File: config.mk
export PLATFORM = sky130hd
export DESIGN_NAME = lcd_capture
export DESIGN_NICKNAME = d
export VERILOG_FILES = /design/src/rtl/lcd_pkg.sv /design/src/rtl/lcd_capture_in_sync.sv /design/src/rtl/lcd_capture.sv
export SDC_FILE = /design/constraint.sdc
export NUM_CORES = 1
export LEC_CHECK = 0
export ABC_AREA = 1
export BUFFER_PORTS_ARGS = -buffer_cell sky130_fd_sc_hd__buf_2
export CORE_ASPECT_RATIO = 1.2
export CORE_MARGIN = 2
export CORE_UTILIZATION = 55
export CTS_CLUSTER_SIZE = 30
export DETAILED_ROUTE_END_ITERATION = 8
export GPL_TIMING_DRIVEN = 0
export MAX_ROUTING_LAYER = met4
export PLACE_DENSITY = 0.8
export SLEW_MARGIN = 20
export SYNTH_ARGS = -nofsm -noshare
export SYNTH_HDL_FRONTEND = slang
export SYNTH_SLANG_ARGS = --single-unit
File: constraint.sdc
create_clock -name clk -period 19.4 [get_ports clk]
set_input_delay 0.97 -clock clk [delete_from_list [all_inputs] [get_ports clk]]
set_output_delay 0.97 -clock clk [all_outputs]
set_load 0.02 [all_outputs]
File: src/rtl/lcd_pkg.sv
// lcd_pkg: shared definitions for the HD44780-compatible LCD receiver.
// Holds command opcodes (each opcode is also the single bit that selects it
// in the priority decode), display geometry constants, the receive FSM state
// type and DDRAM address stepping helpers.
package lcd_pkg;

    // Command opcodes; the highest set bit of a command byte selects it.
    localparam logic [7:0] CMD_CLR   = 8'h01;
    localparam logic [7:0] CMD_HOME  = 8'h02;
    localparam logic [7:0] CMD_ENTRY = 8'h04;
    localparam logic [7:0] CMD_DISP  = 8'h08;
    localparam logic [7:0] CMD_SHIFT = 8'h10;
    localparam logic [7:0] CMD_FUNC  = 8'h20;
    localparam logic [7:0] CMD_CGRAM = 8'h40;
    localparam logic [7:0] CMD_DDRAM = 8'h80;

    // Option bits inside the commands above.
    localparam logic [7:0] ENTRY_ID  = 8'h02;   // 1 = increment
    localparam logic [7:0] DISP_D    = 8'h04;   // display on
    localparam logic [7:0] FUNC_DL   = 8'h10;   // 1 = 8-bit interface

    localparam logic [7:0] SPACE      = 8'h20;
    localparam int         LINE_LEN   = 16;
    localparam logic [6:0] LINE2_BASE = 7'h40;
    localparam logic [6:0] LINE_END   = 7'h27;
    localparam logic [6:0] ADDR_LAST  = LINE2_BASE + LINE_END;   // 0x67

    typedef enum logic [1:0] {
        S_8BIT    = 2'd0,
        S_4BIT_HI = 2'd1,
        S_4BIT_LO = 2'd2
    } lcd_state_e;

    // Address counter step with the two-line wrap points of the controller.
    function automatic logic [6:0] addr_step(input logic [6:0] a, input logic incr);
        logic [6:0] r;
        if (incr) begin
            if (a == LINE_END)       r = LINE2_BASE;
            else if (a == ADDR_LAST) r = 7'h00;
            else                     r = a + 7'd1;
        end else begin
            if (a == 7'h00)          r = ADDR_LAST;
            else if (a == LINE2_BASE) r = LINE_END;
            else                     r = a - 7'd1;
        end
        return r;
    endfunction

endpackage

File: src/rtl/lcd_capture_in_sync.sv
// lcd_capture_in_sync: synchronizes the asynchronous LCD bus into clk,
// detects the falling edge of E and holds the bus value sampled while E was
// high, so the strobe carries the data present before E dropped.
// Ports:
//   clk_i, rst_i        clock, async active-high reset
//   lcd_e_i/rs_i/rw_i   raw LCD control inputs
//   lcd_d_i[3:0]        raw data nibble (bit 3 = lcd_7)
//   fall_o              high for one cycle after E falls
//   rs_o, rw_o, nib_o   bus value captured during the E-high phase
module lcd_capture_in_sync #(
    parameter int SYNC_STAGES = 2
) (
    input  logic       clk_i,
    input  logic       rst_i,
    input  logic       lcd_e_i,
    input  logic       lcd_rs_i,
    input  logic       lcd_rw_i,
    input  logic [3:0] lcd_d_i,
    output logic       fall_o,
    output logic       rs_o,
    output logic       rw_o,
    output logic [3:0] nib_o
);

    // Fewer than two stages is not a synchronizer.
    localparam int NS = (SYNC_STAGES < 2) ? 2 : SYNC_STAGES;

    // Bus packed as {e, rs, rw, d[3:0]}.
    logic [6:0] sync_q [NS];
    logic       e_d_q;
    logic [5:0] cap_q;
    logic       e_sync;

    assign e_sync = sync_q[NS-1][6];

    always_ff @(posedge clk_i or posedge rst_i) begin
        if (rst_i) begin
            for (int i = 0; i < NS; i++) sync_q[i] <= '0;
            e_d_q <= 1'b0;
            cap_q <= '0;
        end else begin
            sync_q[0] <= {lcd_e_i, lcd_rs_i, lcd_rw_i, lcd_d_i};
            for (int i = 1; i < NS; i++) sync_q[i] <= sync_q[i-1];
            e_d_q <= e_sync;
            if (e_sync) cap_q <= sync_q[NS-1][5:0];
        end
    end

    assign fall_o = e_d_q & ~e_sync;
    assign rs_o   = cap_q[5];
    assign rw_o   = cap_q[4];
    assign nib_o  = cap_q[3:0];

endmodule

File: src/rtl/lcd_capture.sv
// lcd_capture: passive HD44780-compatible display-side receiver. Decodes
// 8-bit or 4-bit bus strobes into bytes, executes commands and keeps a
// shadow of the two visible 16-character lines.
// Ports:
//   clk, rst                 clock, async active-high reset
//   lcd_rs, lcd_rw, lcd_e    LCD control (rw = 1 strobes are ignored)
//   lcd_4..lcd_7             data nibble, lcd_7 = MSB
//   chars[255:0]             line 1 in [255:128], line 2 in [127:0], col 0 at MSB byte
//   byte_valid/data/rs       one-cycle pulse per decoded byte with its value and rs
//   ddram_addr[6:0]          address counter
//   four_bit, display_on     interface mode and display D bit
//   nib_timeout              pulse when a lone high nibble is discarded
module lcd_capture
    import lcd_pkg::*;
#(
    parameter int SYNC_STAGES = 2,
    parameter int NIB_TIMEOUT = 0
) (
    input  logic         clk,
    input  logic         rst,
    input  logic         lcd_rs,
    input  logic         lcd_rw,
    input  logic         lcd_e,
    input  logic         lcd_4,
    input  logic         lcd_5,
    input  logic         lcd_6,
    input  logic         lcd_7,
    output logic [255:0] chars,
    output logic         byte_valid,
    output logic [7:0]   byte_data,
    output logic         byte_rs,
    output logic [6:0]   ddram_addr,
    output logic         four_bit,
    output logic         display_on,
    output logic         nib_timeout
);

    localparam logic [31:0] TMO_LAST = (NIB_TIMEOUT > 0) ? 32'(NIB_TIMEOUT - 1) : 32'd0;

    logic       fall, cap_rs, cap_rw;
    logic [3:0] cap_nib;

    lcd_capture_in_sync #(.SYNC_STAGES(SYNC_STAGES)) u_in_sync (
        .clk_i    (clk),
        .rst_i    (rst),
        .lcd_e_i  (lcd_e),
        .lcd_rs_i (lcd_rs),
        .lcd_rw_i (lcd_rw),
        .lcd_d_i  ({lcd_7, lcd_6, lcd_5, lcd_4}),
        .fall_o   (fall),
        .rs_o     (cap_rs),
        .rw_o     (cap_rw),
        .nib_o    (cap_nib)
    );

    lcd_state_e  state_q;
    logic [255:0] chars_q;
    logic         byte_valid_q, byte_rs_q, four_bit_q, display_on_q, nib_timeout_q;
    logic [7:0]   byte_data_q;
    logic [6:0]   ddram_addr_q;
    logic         incr_q, cgram_sel_q, hi_rs_q;
    logic [3:0]   hi_nib_q;
    logic [31:0]  tmo_cnt_q;

    logic         strobe, byte_ev, ev_rs, wr_hit;
    logic [7:0]   ev_byte, wr_lsb;
    logic [6:0]   addr_d;

    // Assemble a complete byte from the current strobe and FSM phase.
    always_comb begin
        strobe  = fall & ~cap_rw;
        byte_ev = 1'b0;
        ev_byte = 8'h00;
        ev_rs   = 1'b0;
        case (state_q)
            S_8BIT: begin
                byte_ev = strobe;
                ev_byte = {cap_nib, 4'h0};
                ev_rs   = cap_rs;
            end
            S_4BIT_LO: begin
                byte_ev = strobe;
                ev_byte = {hi_nib_q, cap_nib};
                ev_rs   = hi_rs_q;
            end
            default: ;
        endcase
    end

    // Visible cells: 0x00-0x0F on line 1, 0x40-0x4F on line 2.
    assign wr_hit = (ddram_addr_q < 7'(LINE_LEN)) ||
                    ((ddram_addr_q >= LINE2_BASE) && (ddram_addr_q < LINE2_BASE + 7'(LINE_LEN)));
    assign wr_lsb = (ddram_addr_q[6] ? 8'd120 : 8'd248) - {1'b0, ddram_addr_q[3:0], 3'b000};
    assign addr_d = addr_step(ddram_addr_q, incr_q);

    always_ff @(posedge clk or posedge rst) begin
        if (rst) begin
            state_q       <= S_8BIT;
            chars_q       <= {32{SPACE}};
            byte_valid_q  <= 1'b0;
            byte_data_q   <= 8'h00;
            byte_rs_q     <= 1'b0;
            ddram_addr_q  <= 7'h00;
            four_bit_q    <= 1'b0;
            display_on_q  <= 1'b0;
            nib_timeout_q <= 1'b0;
            incr_q        <= 1'b1;
            cgram_sel_q   <= 1'b0;
            hi_rs_q       <= 1'b0;
            hi_nib_q      <= 4'h0;
            tmo_cnt_q     <= '0;
        end else begin
            byte_valid_q  <= byte_ev;
            nib_timeout_q <= 1'b0;
            if (byte_ev) begin
                byte_data_q <= ev_byte;
                byte_rs_q   <= ev_rs;
            end

            case (state_q)
                S_4BIT_HI: if (strobe) begin
                    hi_nib_q  <= cap_nib;
                    hi_rs_q   <= cap_rs;
                    tmo_cnt_q <= '0;
                    state_q   <= S_4BIT_LO;
                end
                S_4BIT_LO: begin
                    if (strobe) begin
                        state_q <= S_4BIT_HI;
                    end else if ((NIB_TIMEOUT > 0) && (tmo_cnt_q == TMO_LAST)) begin
                        // Lone high nibble: drop it and realign on the next strobe.
                        nib_timeout_q <= 1'b1;
                        state_q       <= S_4BIT_HI;
                    end else begin
                        tmo_cnt_q <= tmo_cnt_q + 32'd1;
                    end
                end
                default: ;
            endcase

            // Byte execution; a function-set here overrides the phase step above.
            if (byte_ev) begin
                if (!ev_rs) begin
                    if ((ev_byte & CMD_DDRAM) != 8'h00) begin
                        ddram_addr_q <= ev_byte[6:0];
                        cgram_sel_q  <= 1'b0;
                    end else if ((ev_byte & CMD_CGRAM) != 8'h00) begin
                        cgram_sel_q <= 1'b1;
                    end else if ((ev_byte & CMD_FUNC) != 8'h00) begin
                        if ((ev_byte & FUNC_DL) != 8'h00) begin
                            four_bit_q <= 1'b0;
                            state_q    <= S_8BIT;
                        end else begin
                            four_bit_q <= 1'b1;
                            state_q    <= S_4BIT_HI;
                        end
                    end else if ((ev_byte & CMD_SHIFT) != 8'h00) begin
                        // Cursor/display shift does not affect the shadow.
                    end else if ((ev_byte & CMD_DISP) != 8'h00) begin
                        display_on_q <= (ev_byte & DISP_D) != 8'h00;
                    end else if ((ev_byte & CMD_ENTRY) != 8'h00) begin
                        incr_q <= (ev_byte & ENTRY_ID) != 8'h00;
                    end else if ((ev_byte & CMD_HOME) != 8'h00) begin
                        ddram_addr_q <= 7'h00;
                    end else if ((ev_byte & CMD_CLR) != 8'h00) begin
                        chars_q      <= {32{SPACE}};
                        ddram_addr_q <= 7'h00;
                        incr_q       <= 1'b1;
                    end
                end else if (!cgram_sel_q) begin
                    if (wr_hit) chars_q[wr_lsb +: 8] <= ev_byte;
                    ddram_addr_q <= addr_d;
                end
            end
        end
    end

    assign chars       = chars_q;
    assign byte_valid  = byte_valid_q;
    assign byte_data   = byte_data_q;
    assign byte_rs     = byte_rs_q;
    assign ddram_addr  = ddram_addr_q;
    assign four_bit    = four_bit_q;
    assign display_on  = display_on_q;
    assign nib_timeout = nib_timeout_q;

endmodule

==> impl_metrics.csv, run 1 <==
group,metric,value,unit
clock_tree,root_buffer,"clkbuf_16",
synth,syn-num-nets,1763,
synth,synth-seq-cells,305,
hold_path,worstHoldPathType,"in -> async",
clock_tree,numCtsBuffers,30,
timing,finalCritPeriodShare,0.188,
setup_path,cp_num_buf_inv,4,
synth,postSynthAreaPerCell,8.19,um2
layout,final_cell_count_no_fill,2421,
layout,area_growth,21.1,%
timing,max_slew_margin,0.413,
clock_tree,cts_setup_buffers,0,
synth,synth_area_leaders,"dfrtp_1 48%, nand2_1 23%, dfstp_2 6.1%, nand3_1 4.6%, nand3_4 3.9%",
timing,rsz0062_at_grt,"no",
timing,drv_slew,0,
timing,tns,0,ns
synth,syn_inst,1749,
setup_path,start_kind,"flip-flop",
place,dp.cells,2365,
drt,vias,13600,
power,pwr-share-comb,0.280,
setup_path,critical_path.startpoint,"ddram_addr[0]",
power,p_per_area,112,mW/mm2
synth,async_flop_share,1.00,
global_route,track_usage,0.348,
timing,max_freq,0.275,GHz
setup_path,crit_path_cell_trace,"buf_2 > inv_1 > clkbuf_1 > buf_2 > ha_1 > nand2_1 > nor3_1 > nand2_1 > nor2_1 > nand3_1 > nand2_1",
floorplan,start_util,0.560,
place,hpwl,33700,um
synth,synth.largest_area_cell,"dfrtp_1",
power,ir_drop,80.3,uV
synth,synth_edf_count,0,
global_route,grt_pass1_vias,13200,
layout,final_util,0.679,
floorplan,die_w,151,um
synth,ys.flop_type,"dfrtp_1",
timing,worst_pin_slew,0.874,ns
setup_path,worst-path-max-fanout,12,
clock_tree,cts_buffer_depth,3,
power,p_sw,0.000708,W
clock_tree,clk_latency,0.57,ns
clock_tree,clock-sinks,305,
floorplan,dieArea,0.0273,mm2
setup_path,critical_path.max_stage_delay,0.80,ns
floorplan,die_h,181,um
clock_tree,hold_buffers,0,
status,status,"completed",
clock_tree,cts_tree,"built",
setup_path,cp_top_family,"simple AND/OR/NAND/NOR gates",
layout,nNetsFinal,2081,
drt,drcViolationCount,0,
setup_path,endpoint_kind,"flip-flop",
setup_path,cp_common_cell,"nand2_1",
floorplan,core-area,0.0255,mm2
power,seqPwrFrac,0.386,
place,gp_congestion,0.972,
drt,first_pass_iters,7,
synth,netlist_top_cells_count,"874 x nand2_1, 272 x dfrtp_1, 131 x nand3_1",
synth,ys_seq_area_frac,0.536,
setup_path,reg2reg_from,"ddram_addr[0]",
setup_path,crit_path_top_delay_cell,"nor3_1",
drt,ant_nets,0,
global_route,grt_max_degree,111,
drt,via_per_inst,5.63,
drt,drt_iter0_markers,1146,
power,cell_internal_pwr,0.00123,W
clock_tree,htreeDepth,1,
place,portBuffers,283,
drt,routed_wirelength,46300,um
job,cap_violations,0,
layout,diodes,0,
synth,yosysUniqueCellTypes,39,
setup_path,crit_type,"reg -> reg",
clock_tree,cts-resized-gates,0,
synth,ys_warn_count,0,
synth,synth_most_common_cell,"nand2_1",
power,p_clk_frac,0.334,
setup_path,cp.required,19.91,ns
floorplan,ioPinCount,285,
power,p_sw_frac,0.365,
synth,synth_top_cell_area_share,0.475,
global_route,grt_pass1_wl,71800,um
setup_path,crit_arrival,4.15,ns
global_route,antenna_found_initial,0,
synth,synth_area,0.0143,mm2
clock_tree,clkTransAtPathRegs,0.08,ns
timing,final_hold_viol_count,0,
timing,finalSetupViolCount,0,
floorplan,rows,64,
layout,drive_gt1_frac,0.224,
global_route,overflow,0,
drt,wl_per_cell,19.1,um
timing,skew,0.0228,ns
timing,post-route-min-period,3.64,ns
power,leakagePower,9.73,nW
metal layers:
layer	part of all wire	wire length [um]	track usage	up-vias
li1	-	-	-	6184
met2	0.47	21800	0.543	715
met3	0.085	3930	0.0586	198
met1	0.39	17800	0.441	6530
met5	0	0	-	-
met4	0.057	2650	0.171	0
final timing paths:
path | endpoint | slack [ns] | depth (start not counted)
min in group clk | u_in_sync.sync_q[1] | 0.35 | 0
setup / recovery | chars[112] | 15.76 | 11
hold / removal | chars[119] | 0.33 | 2
max in group asynchronous | chars[142] | 17.98 | 4
hold reg to reg | u_in_sync.sync_q[1] | 0.35 | 0
setup reg to reg | chars[112] | 15.76 | 11
final cells by class:
| type | instances | area, um2 |
|---|---|---|
| multi-input cells | 1307 | 5990 |
| well taps | 330 | 413 |
| fillers | 2088 | 8210 |
| flip-flops and latches | 305 | 7670 |
| plain buffers | 58 | 362 |
| inverters | 79 | 304 |
| repair buffers | 286 | 1500 |
| clock inverters | 14 | 235 |
| clock buffers | 42 | 867 |
layout by cell type, fill, tap and decap left out, types with 4 or more instances in the layout:
master / synthesis / layout
clkbuf_8: 0 / 5
ha_1: 5 / 5
bufinv_16: 0 / 6
dfrtp_1: 272 / 272
nor4_1: 4 / 4
nand3_4: 32 / 32
inv_1: 73 / 72
buf_2: 18 / 301
nand3_1: 131 / 131
nor2_2: 5 / 5
inv_2: 4 / 4
clkbuf_1: 21 / 27
nand2_2: 5 / 5
nor2_1: 92 / 92
dfstp_2: 33 / 33
buf_6: 4 / 4
nand4_1: 15 / 15
buf_12: 4 / 4
clkbuf_16: 0 / 31
a21oi_1: 7 / 7
clkinv_2: 0 / 4
buf_1: 8 / 8
nor3_1: 67 / 67
nor2_4: 15 / 15
o21ai_0: 35 / 35
nand2_1: 874 / 874
through the flow:
| stage | area (um2) | total power [W] | setup WS (ns) | hold slack [ns] |
|---|---|---|---|---|
| 3_5_place_dp | 16200 | 0.00129 | 16.07 | 0.338 |
| 2_1_floorplan | 14300 | 0.00111 | 10.05 | 0.331 |
| 5_1_grt | 17300 | 0.00201 | 15.65 | 0.349 |
| 6_report | 17300 | 0.00194 | 15.76 | 0.331 |
| 3_3_place_gp | 16100 | 0.00128 | 7.11 | 0.333 |
| 4_1_cts | 17300 | 0.00193 | 15.98 | 0.338 |
cells by family (layout without fill, tap and decap cells):
group                      after synthesis  after routing  share of synthesized area
and+or+nand+nor                       1246           1246                      0.392
other                                    1              1                   0.000262
xor gates and xnor gates                 2              2                    0.00122
AOI/OAI and AO/OA                       53             53                     0.0206
DFF                                    305            305                      0.536
buffers and inverters                  137            479                     0.0460
adders and majority gates                5              5                    0.00437
flip-flops by register name, summed over array words and instances (netlist names):
name	cells
chars	256
u_in_sync.sync_q	13
byte_data	8
ddram_addr	7
u_in_sync.cap_q	6
hi_nib_q	4
state_q	2
byte_rs	1
byte_valid	1
cgram_sel_q	1
display_on	1
four_bit	1
hi_rs_q	1
incr_q	1
u_in_sync.e_d_q	1
u_in_sync.e_sync	1
power groups by stage:
stage                     registers, W  clock network, W  logic [W]
after global placement        0.000758                 0   0.000517
after detailed placement      0.000758                 0   0.000527
after floorplan               0.000803                 0   0.000303
after global routing          0.000753          0.000672   0.000580
after CTS                     0.000747          0.000650   0.000531
final                         0.000749          0.000647   0.000544
Power figures use the tool's default switching activity.
==> run 2: changes to the inputs <==
- clock period: 19.4 -> 3.5 ns (I/O delays scaled with it)
==> run 2 against run 1 <==
Against the previous run: maximum frequency grew 13%; sequential power grew to 5.5 times the previous value; cell area grew 0.53%; combinational power rose to 5.6 times the previous value; register-to-register slack worse by 15 ns; global-route usage decreased by 0.52 points; flip-flop and latch count did not move; first-iteration DRC count increased by 5.5%; clock-buffer cell count up 5; clock power increased to 5.0 times the previous value; die area stayed put; highest routed layer unchanged.
==> impl_metrics.csv, run 2 (synthesis results as in run 1) <==
group,metric,value,unit
status,status,"completed",
setup_path,cp.required,3.99,ns
layout,final_cell_count_no_fill,2433,
timing,final_hold_viol_count,0,
floorplan,rows,64,
power,p_sw_frac,0.370,
global_route,antenna_found_initial,0,
timing,finalCritPeriodShare,0.920,
setup_path,worst-path-max-fanout,12,
hold_path,worstHoldPathType,"in -> async",
setup_path,start_kind,"flip-flop",
timing,max_freq,0.310,GHz
setup_path,crit_type,"reg -> reg",
drt,routed_wirelength,45900,um
timing,tns,0,ns
timing,rsz0062_at_grt,"no",
power,p_per_area,598,mW/mm2
layout,diodes,0,
clock_tree,clock-sinks,305,
drt,drt_iter0_markers,1209,
clock_tree,htreeDepth,1,
power,p_total,0.0104,W
drt,ant_nets,0,
floorplan,core-area,0.0255,mm2
clock_tree,numCtsBuffers,29,
place,dp.cells,2372,
place,gp_congestion,0.975,
layout,final_util,0.682,
global_route,overflow,0,
clock_tree,clkTransAtPathRegs,0.06,ns
clock_tree,root_buffer,"clkbuf_16",
power,p_sw,0.00386,W
floorplan,die_w,151,um
global_route,grt_max_degree,36,
layout,layout_common_cells,"874 x nand2_1, 301 x buf_2, 272 x dfrtp_1",
global_route,track_usage,0.343,
drt,via_per_inst,5.56,
clock_tree,cts_tree,"built",
timing,max_slew_margin,0.495,
floorplan,die_h,181,um
power,pwr-share-comb,0.292,
job,cap_violations,0,
drt,drcViolationCount,0,
layout,final_common_cell,"nand2_1",
place,portBuffers,283,
timing,worst_pin_slew,0.757,ns
clock_tree,clk_latency,0.55,ns
layout,area_growth,21.8,%
drt,first_pass_iters,8,
global_route,grt_pass1_wl,70800,um
clock_tree,cts_buffer_depth,3,
timing,skew,0.0125,ns
power,leakagePower,9.76,nW
drt,wl_per_cell,18.9,um
floorplan,start_util,0.560,
layout,largest_register_ffs,256,
layout,drive_gt1_frac,0.225,
layout,fill_cells,2085,
drt,vias,13500,
power,p_clk_frac,0.311,
floorplan,dieArea,0.0273,mm2
timing,post-route-min-period,3.22,ns
timing,finalSetupViolCount,0,
place,hpwl,33900,um
setup_path,crit_arrival,3.71,ns
power,seqPwrFrac,0.397,
global_route,grt_pass1_vias,13000,
layout,nNetsFinal,2095,
power,ir_drop,408,uV
floorplan,ioPinCount,285,
timing,drv_slew,0,
setup_path,endpoint_kind,"flip-flop",
power,cell_internal_pwr,0.00656,W
[run 2: what timing repair did]
| item | 4_1_cts | 5_1_grt |
|---|---|---|
| setup endpoints to repair | 0 | 18 |
| hold buffers | 8 | 0 |
| endpoints found under the hold margin | 72 | 0 |
| buffers inserted | 0 | 0 |
| gates resized for setup | 0 | 3 |
[run 2: final cells by class]
cell class	count	area (um2)	area share
inverter	79	300	0.0172
tap	330	413	0.0237
sequential	305	7670	0.440
buffer	58	363	0.0208
clock inverter	6	86.3	0.00495
clock buffer	47	893	0.0512
multi-input combinational	1307	5990	0.344
timing repair buffer	301	1710	0.0982
[run 2: final timing paths]
check / start / end / slack (ns) / depth (start not counted)
hold / removal: rst / chars[119] / 0.18 / 3
min in group clk: lcd_rw / u_in_sync.sync_q[11] / 0.26 / 2
max in group asynchronous: rst / chars[153] / 2.12 / 7
setup / recovery: ddram_addr[0] / chars[131] / 0.28 / 14
hold reg to reg: u_in_sync.sync_q[12] / u_in_sync.sync_q[5] / 0.35 / 0
setup reg to reg: ddram_addr[0] / chars[131] / 0.28 / 14
[run 2: routing by layer]
metal	wire (um)	global-route usage	vias up
met2	21900	0.539	795
li1	-	-	6195
met4	2210	0.147	0
met5	0	-	-
met3	4200	0.0621	160
met1	17500	0.438	6379
[run 2: stage by stage]
step	setup WS (ns)	instance area [um2]	hold slack, ns
finish	0.278	17400	0.184
global route	0.106	17400	0.234
CTS	0.122	17400	0.193
detailed placement	0.149	16400	0.206
global placement	-2.32	16200	0.283
floorplan	-0.705	14300	0.206
[run 2: worst max-delay path, stage by stage (launching register included)]
cell and delay, ns:
dfrtp_1 0.46, buf_2 0.21, inv_1 0.17, clkbuf_2 0.27
buf_2 0.33, ha_1 0.33, nor2_1 0.17, nand2_1 0.19
nor2_1 0.22, nand3_1 0.12, nor2_1 0.31, inv_1 0.13
nor2_1 0.11, nand2_1 0.07, nand2_1 0.07
[run 2: power groups by stage]
stage	logic (W)	clock network, W	registers (W)
2_1_floorplan	0.00168	0	0.00445
3_3_place_gp	0.00286	0	0.00419
3_5_place_dp	0.00293	0	0.00419
4_1_cts	0.00296	0.00324	0.00413
5_1_grt	0.00322	0.00338	0.00417
6_report	0.00304	0.00324	0.00414
